File: config.mk
export PLATFORM = sky130hd
export DESIGN_NAME = bcd_to_bin
export DESIGN_NICKNAME = d
export VERILOG_FILES = /design/src/rtl/bcd_to_bin.sv
export SDC_FILE = /design/constraint.sdc
export NUM_CORES = 1
export LEC_CHECK = 0
export BUFFER_PORTS_ARGS = -buffer_cell sky130_fd_sc_hd__buf_4
export CORE_AREA = 2 2 75 77
export CTS_CLUSTER_DIAMETER = 120
export DETAILED_ROUTE_END_ITERATION = 6
export DIE_AREA = 0 0 77 79
export PLACE_DENSITY_LB_ADDON = 0.15
export RECOVER_POWER = 100
export SYNTH_ARGS = -nofsm -noshare
export SYNTH_HDL_FRONTEND = slang
export SYNTH_SLANG_ARGS = --single-unit
File: constraint.sdc
create_clock -name clk -period 2.5 [get_ports clk]
set_clock_uncertainty 0.1 [all_clocks]
set_input_delay 0.125 -clock clk [delete_from_list [all_inputs] [get_ports clk]]
set_output_delay 0.125 -clock clk [all_outputs]
set_load 0.02 [all_outputs]
File: src/rtl/bcd_to_bin.sv
// Sequential 3-digit BCD to binary converter (reverse double-dabble).
// One bit of the binary result is produced per SHIFT; ADJ re-normalises the BCD digits.
module bcd_to_bin #(
    parameter int DIGITS = 3,
    parameter int BIN_W  = 10
) (
    input  logic                  clk,
    input  logic                  rst_n,
    input  logic [4*DIGITS-1:0]   bcd_in,
    input  logic                  data_en,
    output logic [BIN_W-1:0]      bin_out,
    output logic                  valid_bin,
    output logic                  bcd_err,
    output logic                  busy
);

    localparam int BCD_W = 4 * DIGITS;
    localparam logic [3:0] CNT_LAST = 4'(BIN_W - 1);

    typedef enum logic [1:0] {
        IDLE  = 2'd0,
        SHIFT = 2'd1,
        ADJ   = 2'd2,
        DONE  = 2'd3
    } state_t;

    state_t             state_r, state_s;
    logic [BCD_W-1:0]   bcd_r, bcd_s;
    logic [BIN_W-1:0]   bin_r, bin_s;
    logic [3:0]         cnt_r, cnt_s;
    logic               err_r, err_s;
    logic [BIN_W-1:0]   bin_out_s;
    logic               valid_s;
    logic               bcd_err_s;

    function automatic logic digits_valid(input logic [BCD_W-1:0] v);
        logic ok;
        ok = 1'b1;
        for (int i = 0; i < DIGITS; i++) begin
            ok = ok & (v[4*i +: 4] <= 4'd9);
        end
        return ok;
    endfunction

    // A digit >= 8 after a right shift carries a half-ten from above; subtracting 3 restores BCD.
    function automatic logic [BCD_W-1:0] digits_adjust(input logic [BCD_W-1:0] v);
        logic [BCD_W-1:0] r;
        logic [3:0]       d;
        r = v;
        for (int i = 0; i < DIGITS; i++) begin
            d = v[4*i +: 4];
            r[4*i +: 4] = (d >= 4'd8) ? (d - 4'd3) : d;
        end
        return r;
    endfunction

    // State register
    always_ff @(posedge clk or negedge rst_n) begin
        if (!rst_n) begin
            state_r <= IDLE;
        end else begin
            state_r <= state_s;
        end
    end

    // Next-state logic
    always_comb begin
        state_s = IDLE;
        case (state_r)
            IDLE: begin
                if (data_en) begin
                    state_s = digits_valid(bcd_in) ? SHIFT : DONE;
                end else begin
                    state_s = IDLE;
                end
            end
            SHIFT: begin
                if (cnt_r == CNT_LAST) begin
                    state_s = DONE;
                end else begin
                    state_s = ADJ;
                end
            end
            ADJ:     state_s = SHIFT;
            DONE:    state_s = IDLE;
            default: state_s = IDLE;
        endcase
    end

    // Datapath and output next values per state
    always_comb begin
        bcd_s     = bcd_r;
        bin_s     = bin_r;
        cnt_s     = cnt_r;
        err_s     = err_r;
        bin_out_s = bin_out;
        bcd_err_s = bcd_err;
        valid_s   = 1'b0;
        case (state_r)
            IDLE: begin
                if (data_en && digits_valid(bcd_in)) begin
                    bcd_s = bcd_in;
                    bin_s = '0;
                    cnt_s = 4'd0;
                    err_s = 1'b0;
                end else if (data_en) begin
                    err_s = 1'b1;
                end else begin
                    err_s = err_r;
                end
            end
            SHIFT: begin
                {bcd_s, bin_s} = {1'b0, bcd_r, bin_r[BIN_W-1:1]};
                cnt_s = cnt_r + 4'd1;
            end
            ADJ: begin
                bcd_s = digits_adjust(bcd_r);
            end
            DONE: begin
                valid_s   = 1'b1;
                bin_out_s = err_r ? '0 : bin_r;
                bcd_err_s = err_r;
                err_s     = 1'b0;
                cnt_s     = 4'd0;
            end
            default: begin
                valid_s = 1'b0;
            end
        endcase
    end

    // Datapath and registered outputs
    always_ff @(posedge clk or negedge rst_n) begin
        if (!rst_n) begin
            bcd_r     <= '0;
            bin_r     <= '0;
            cnt_r     <= 4'd0;
            err_r     <= 1'b0;
            bin_out   <= '0;
            valid_bin <= 1'b0;
            bcd_err   <= 1'b0;
            busy      <= 1'b0;
        end else begin
            bcd_r     <= bcd_s;
            bin_r     <= bin_s;
            cnt_r     <= cnt_s;
            err_r     <= err_s;
            bin_out   <= bin_out_s;
            valid_bin <= valid_s;
            bcd_err   <= bcd_err_s;
            busy      <= (state_s != IDLE);
        end
    end

endmodule
==> results.toml, run 1 <==
[cells_and_area]
area_delta_synth_final_pct = 12.2
stdcell_count = 338
ff_latch_area_sq_um = 1050
fill_cells = 543
antennaDiodeCount = 0
nNetsFinal = 292
multi_input_area_sq_um = 1080
layout-drive-gt1-share = 0.143

[route]
ant_nets = 0
drc = 0
wirelength_mm = 4.53
drt-pass1-iter-count = 4
wl_per_cell_um = 13.4
vias_per_cell = 5.25
first_iter_violations = 103
vias = 1776

[floorplanning]
core_area_sq_um = 5340
rows = 27
die_area_sq_um = 6080
initial_utilization = 0.439
die_w_um = 77
die_y_um = 79
io_pins = 28

[logic_synthesis]
avgSynthCellArea_sq_um = 9.79
synth_cell_types = 44
synth_top_area_frac = 0.449
synthesis.nets = 266
synth_flop_cell = "dfrtp_1"
synth_cells = 239
ys_seq_area_frac = 0.449
synth_area_sq_um = 2340
synth_warnings = 0
yosys-top-cells-area = "dfrtp_1, ha_1, inv_1"
synth_top_area_cell = "dfrtp_1"
synthArstFlopShare = 1.00
synth_edf_count = 0
synth-seq-cells = 42

[clock_network]
clkTransAtPathRegs_ns = 0.09
cts_setup_buffers = 0
cts_tree = "done"
htreeDepth = 2
ctsRootBufferMaster = "clkbuf_8"
clockBufferDepth = 2
numCtsBuffers = 5
clkLatencyLatePin_ns = 0.30
cts_sinks = 42

[flow_run]
maxCapViolCount = 0

[global_route]
grt_pass1_wl_mm = 7.89
grt_max_degree = 43
grt_usage = 0.163
grt_pass1_vias = 1658
grt_overflow = 0
antenna_found_initial = 0

[timing]
finalCritPeriodShare = 0.833
timing.fmax_ghz = 0.480
finalSetupTns_ns = 0
hold_violations = 0
final-max-slew-violation-count = 0
rsz0062_at_grt = "no"
fin_hold_ws_ns = 0.0363
period_minus_slack_ns = 2.08
setup_viol = 0
max_slew.worst_pin.slew_ns = 1.04
relSlewSlack = 0.309

[critical_path]
path_cells = "inv_1 > ha_1 > inv_1 > a41o_2 > o21ai_1 > a22o_1"
cp_max_fo = 12
slowest_delay_ns = 0.41
slowest_stage = "dfrtp_1"
start_kind = "flip-flop"
crit_type = "flip-flop to flip-flop"
arrival_ns = 2.22
worstSetupEndpointType = "flip-flop"
crit_required_ns = 2.64
cp_common_cell = "inv_1"

[placement]
gp_congestion = 0.784
dpl.cell_count = 329
hpwl_mm = 3.14
io_buffers = 27

[outcome]
outcome = "completed"

[power_and_ir_drop]
p_per_area_nw_per_um2 = 1240
ir_worst_vdd_uv = 511
leakagePower_uw = 0.00120

[hold_path]
hp-class = "input port to flip-flop"
[cell usage after synthesis (2+ instances only)]
master,number
mux2i_1,4
a22o_1,11
nor3b_1,2
xnor2_1,3
mux2_2,2
a21oi_4,2
clkbuf_1,7
o22a_1,2
a211oi_1,4
inv_1,29
nand3b_1,10
dfrtp_1,42
and3_1,3
nand2_1,12
nand2b_1,2
buf_2,5
o21ai_0,17
nor2_1,15
a22oi_1,5
o21ai_2,4
ha_1,12
a31oi_1,6
a21o_1,2
mux2_4,2
or3_1,2
a21oi_1,11
nand3_1,6
[per-layer routing]
layer | GRT usage | part of all wire | up-vias
met1 | 0.219 | 0.48 | 860
met4 | 0.0643 | 0.016 | 0
met2 | 0.260 | 0.47 | 29
met5 | 0 | 0 | -
met3 | 0.0341 | 0.035 | 6
li1 | - | - | 881
[report_power, final]
part	internal [uW]	switching, uW	leakage, uW
registers	910	229	0.000547
logic	713	940	0.000612
clock network	200	258	0.0000408
total	1820	1430	0.00120
[cells in the final DEF, fill, tap and decap left out, types with 3 or more instances in the layout]
| master | Yosys | final |
|---|---|---|
| clkbuf_1 | 7 | 14 |
| nand3b_1 | 10 | 10 |
| and3_1 | 3 | 3 |
| inv_1 | 29 | 29 |
| buf_4 | 1 | 17 |
| dfrtp_1 | 42 | 42 |
| nor2_1 | 15 | 15 |
| nand3_1 | 6 | 6 |
| a22oi_1 | 5 | 5 |
| o21ai_0 | 17 | 17 |
| mux2i_1 | 4 | 4 |
| a31oi_1 | 6 | 6 |
| ha_1 | 12 | 12 |
| nand2_1 | 12 | 12 |
| a21oi_1 | 11 | 12 |
| a211oi_1 | 4 | 4 |
| a22o_1 | 11 | 11 |
| o21ai_2 | 4 | 3 |
| clkbuf_8 | 0 | 5 |
| xnor2_1 | 3 | 3 |
[final timing paths]
check                                     start                      to  slack, ns  cells past startpoint
max                        state_r[0]$_DFF_PN0_    bin_r[3]$_DFFE_PN0P_       0.42                      6
min                                     data_en    state_r[1]$_DFF_PN0_       0.04                      3
max reg2reg                state_r[0]$_DFF_PN0_    bin_r[3]$_DFFE_PN0P_       0.42                      6
min reg2reg                bin_r[0]$_DFFE_PN0P_    bin_r[0]$_DFFE_PN0P_       0.41                      1
max in group asynchronous                 rst_n    state_r[1]$_DFF_PN0_       1.23                      2
min in group asynchronous                 rst_n  bin_out[7]$_DFFE_PN0P_       0.43                      2
[critical path: cells and delay by family, from the launching register on]
kind,cells,cell delay (ns)
AO/OA/AOI/OAI,3,0.94
adder cells (fa/ha/maj),1,0.39
flip-flops,1,0.41
buffers and inverters,2,0.20
[flip-flops by register name, summed over array words and instances (netlist names)]
name and count:
err_r 1, valid_bin 1, bin_out 10, bcd_r 12, bcd_err 1, state_r 2, bin_r 10, cnt_r 4
busy 1
[kinds of logic (layout without fill, tap and decap cells)]
| family | count (synthesis) | in the layout | synth area share |
|---|---|---|---|
| AO/OA/AOI/OAI | 72 | 72 | 0.222 |
| XOR/XNOR | 3 | 3 | 0.0112 |
| adder cells (fa/ha/maj) | 12 | 12 | 0.0641 |
| buffers and inverters | 44 | 71 | 0.0780 |
| flip-flops | 42 | 42 | 0.449 |
| multiplexers | 9 | 9 | 0.0444 |
| AND/OR/NAND/NOR | 57 | 57 | 0.131 |
[area by class of cell]
cell class	instances	share of cell area
clock buffer	5	0.0262
clock inverter	3	0.00905
multi-input combinational	153	0.413
sequential	42	0.400
inverter	30	0.0429
timing repair buffer	33	0.0743
tap	72	0.0343
[metrics by stage]
| stage | power, uW | utilization | instance area, sq um | setup WS (ns) |
|---|---|---|---|---|
| 6_report | 3250 | 0.492 | 2630 | 0.417 |
| 5_1_grt | 3550 | 0.492 | 2630 | 0.192 |
| 3_3_place_gp | 2880 | 0.487 | 2600 | 0.560 |
| 2_1_floorplan | 2490 | - | 2340 | 0.696 |
| 3_5_place_dp | 2910 | 0.487 | 2600 | 0.511 |
| 4_1_cts | 3370 | 0.507 | 2700 | 0.492 |
[timing repair]
action	4_1_cts	5_1_grt
hold endpoints to repair	42	0
resized for setup	0	0
hold buffers	1	0
Note: power is estimated with default switching activity, not from simulation.
==> run 2: changes to the inputs <==
Settings changed: ABC_AREA set to 1, CORE_AREA 2 2 75 77 to 2 2 74 76, DIE_AREA 0 0 77 79 to 0 0 76 78.
Clock period 2.5 ns to 1.8 ns, I/O delays scaled along.
==> run 2 against run 1 <==
  * Power rose by 40%
  * Final area rose by 1.3%
  * Final cell count rose by 16%
  * Non-clock buffer count rose by 9
  * Core utilization rose by 3.6 points
  * Area after synthesis fell by 2.4%
  * Combinational power rose by 42%
  * Flip-flop and latch count did not move
  * Worst hold slack got worse by 0.011 ns
  * Largest cell class unchanged
  * Highest routed layer unchanged
==> results.toml, run 2 <==
[hold_path]
hp-class = "input port to flip-flop"
hold_depth = 4

[timing]
final-max-slew-violation-count = 0
period_minus_slack_ns = 1.65
finalCritPeriodShare = 0.915
timing.fmax_ghz = 0.607
finalSetupTns_ns = 0
rsz0062_at_grt = "no"
relSlewSlack = 0.305
hold_violations = 0
setup_viol = 0
max_slew.worst_pin.slew_ns = 1.04

[cells_and_area]
regMostFlops = "bcd_r"
layout-drive-gt1-share = 0.125
layout_common_cells = "nand2_1, nand3_1, dfrtp_1"
mostFrequentLayoutCell = "nand2_1"
stdcell_area_sq_um = 2660
top_regs = "bcd_r: 12 flops, bin_out: 10 flops, bin_r: 10 flops"
antennaDiodeCount = 0
final_util = 0.528
nNetsFinal = 347
largest_reg_flops = 12
area_delta_synth_final_pct = 16.4

[outcome]
outcome = "completed"

[global_route]
grt_overflow = 0
grt_usage = 0.175
grt_util_met2 = 0.275
met1_usage = 0.248
busiest_layer = "met2"
grt_util_met3 = 0.0314
grt_pass1_wl_mm = 8.37
antenna_found_initial = 0
grt_pass1_vias = 1789
grt_max_degree = 43

[route]
drt-pass1-iter-count = 4
drc = 0
vias = 1948
first_iter_violations = 118
ant_nets = 0
wl_per_cell_um = 12.6
vias_per_cell = 4.98
wirelength_mm = 4.92

[critical_path]
start_kind = "flip-flop"
arrival_ns = 1.78
cp_max_fo = 11
crit_type = "flip-flop to flip-flop"
worstSetupEndpointType = "flip-flop"
r2r_cells = 7
crit_required_ns = 1.94

[logic_synthesis]
synth_cells = 282
synth_area_sq_um = 2290
ys_seq_area_frac = 0.460
synth-xor-area-share = 0.00766
synth_edf_count = 0
synthMuxAreaShare = 0
synth_warnings = 0
synthesis.nets = 309
synth_top_area_frac = 0.460
yosys-top-cells-area = "dfrtp_1, nand2_1, nand3_1"
avgSynthCellArea_sq_um = 8.11
synth_compound_area_frac = 0.112
synth-seq-cells = 42
synth_cell_types = 24
synth_common_cells = "nand2_1, nand3_1, dfrtp_1, inv_1"
synthArstFlopShare = 1.00
synth_top_area_cell = "dfrtp_1"
synthSimpleGateAreaFrac = 0.279
yosys.area_share.adder = 0.0657
synth_top_family_by_area = "simple AND/OR/NAND/NOR gates"
synth_flop_cell = "dfrtp_1"
synth_most_common_cell = "nand2_1"

[floorplanning]
die_area_sq_um = 5930
io_pins = 28
core_area_sq_um = 5040
initial_utilization = 0.453
rows = 26
die_y_um = 78
die_w_um = 76

[power_and_ir_drop]
p_per_area_nw_per_um2 = 1710
leakagePower_uw = 0.00139
ir_worst_vdd_uv = 682

[placement]
hpwl_mm = 3.50
place_area_sq_um = 2620
io_buffers = 27
gp_congestion = 0.870

[clock_network]
cts_sinks = 42
htreeDepth = 2
numCtsBuffers = 5
ctsRootBufferMaster = "clkbuf_8"
clockBufferDepth = 2
cts_tree = "done"
clkTransAtPathRegs_ns = 0.08
cts_setup_buffers = 0
clkLatencyLatePin_ns = 0.29

[flow_run]
maxCapViolCount = 0
## run 2: path summary, 6_finish.rpt
kind	from	to	slack (ns)
hold reg to reg	bin_out[0]$_DFFE_PN0P_	bin_out[0]$_DFFE_PN0P_	0.41
max in group asynchronous	rst_n	cnt_r[3]$_DFFE_PN0P_	0.55
setup / recovery	state_r[0]$_DFF_PN0_	bcd_r[8]$_DFFE_PN0P_	0.15
min in group asynchronous	rst_n	bcd_r[2]$_DFFE_PN0P_	0.41
hold / removal	data_en	err_r$_DFFE_PN0P_	0.03
setup reg to reg	state_r[0]$_DFF_PN0_	bcd_r[8]$_DFFE_PN0P_	0.15
## run 2: logic make-up after synthesis
family / Yosys count
adders and majority gates: 12
and+or+nand+nor: 149
buffers and inverters: 37
AOI/OAI and AO/OA: 40
DFF: 42
xor gates and xnor gates: 2
## run 2: layout make-up
| cell class | count | area, sq um |
|---|---|---|
| fillers | 513 | 2380 |
| multi-input cells | 203 | 1070 |
| flip-flops and latches | 42 | 1050 |
| repair buffers | 42 | 270 |
| inverters | 26 | 97.6 |
| well taps | 70 | 87.6 |
| clock buffers | 6 | 72.6 |
| clock inverters | 2 | 13.8 |
## run 2: critical path: stages, from the launching register on
cell,delay [ns]
dfrtp_1,0.38
inv_1,0.08
ha_1,0.30
buf_4,0.18
nand2_1,0.14
o221ai_1,0.23
nand3_1,0.10
nand2_1,0.08
## run 2: layer usage
layer / part of all wire / vias to the layer above
li1: - / 1001
met1: 0.49 / 904
met2: 0.46 / 37
met3: 0.035 / 6
met4: 0.011 / 0
met5: 0 / -
## run 2: per-stage QoR
stage	hold slack, ns	instances	setup WS (ns)	total power [uW]
final	0.0257	391	0.152	4560
after CTS	0.0170	391	0.0985	4670
after floorplan	-0.306	282	0.313	3250
after global placement	0.0166	382	0.197	4020
after detailed placement	0.0190	382	0.120	4050
after global routing	0.0645	391	0.0348	4990
## run 2: power breakdown
group	switching, uW	leakage, uW	internal (uW)	total [uW]
logic	1430	0.000789	911	2350
clock network	330	0.0000452	274	604
registers	310	0.000554	1300	1610
total	2070	0.00139	2480	4560
## run 2: timing repair
item / in CTS / in global routing
setup endpoints to repair: 0 / 7
resized for setup: 0 / 2
hold endpoints to repair: 42 / 0
hold buffers: 1 / 0
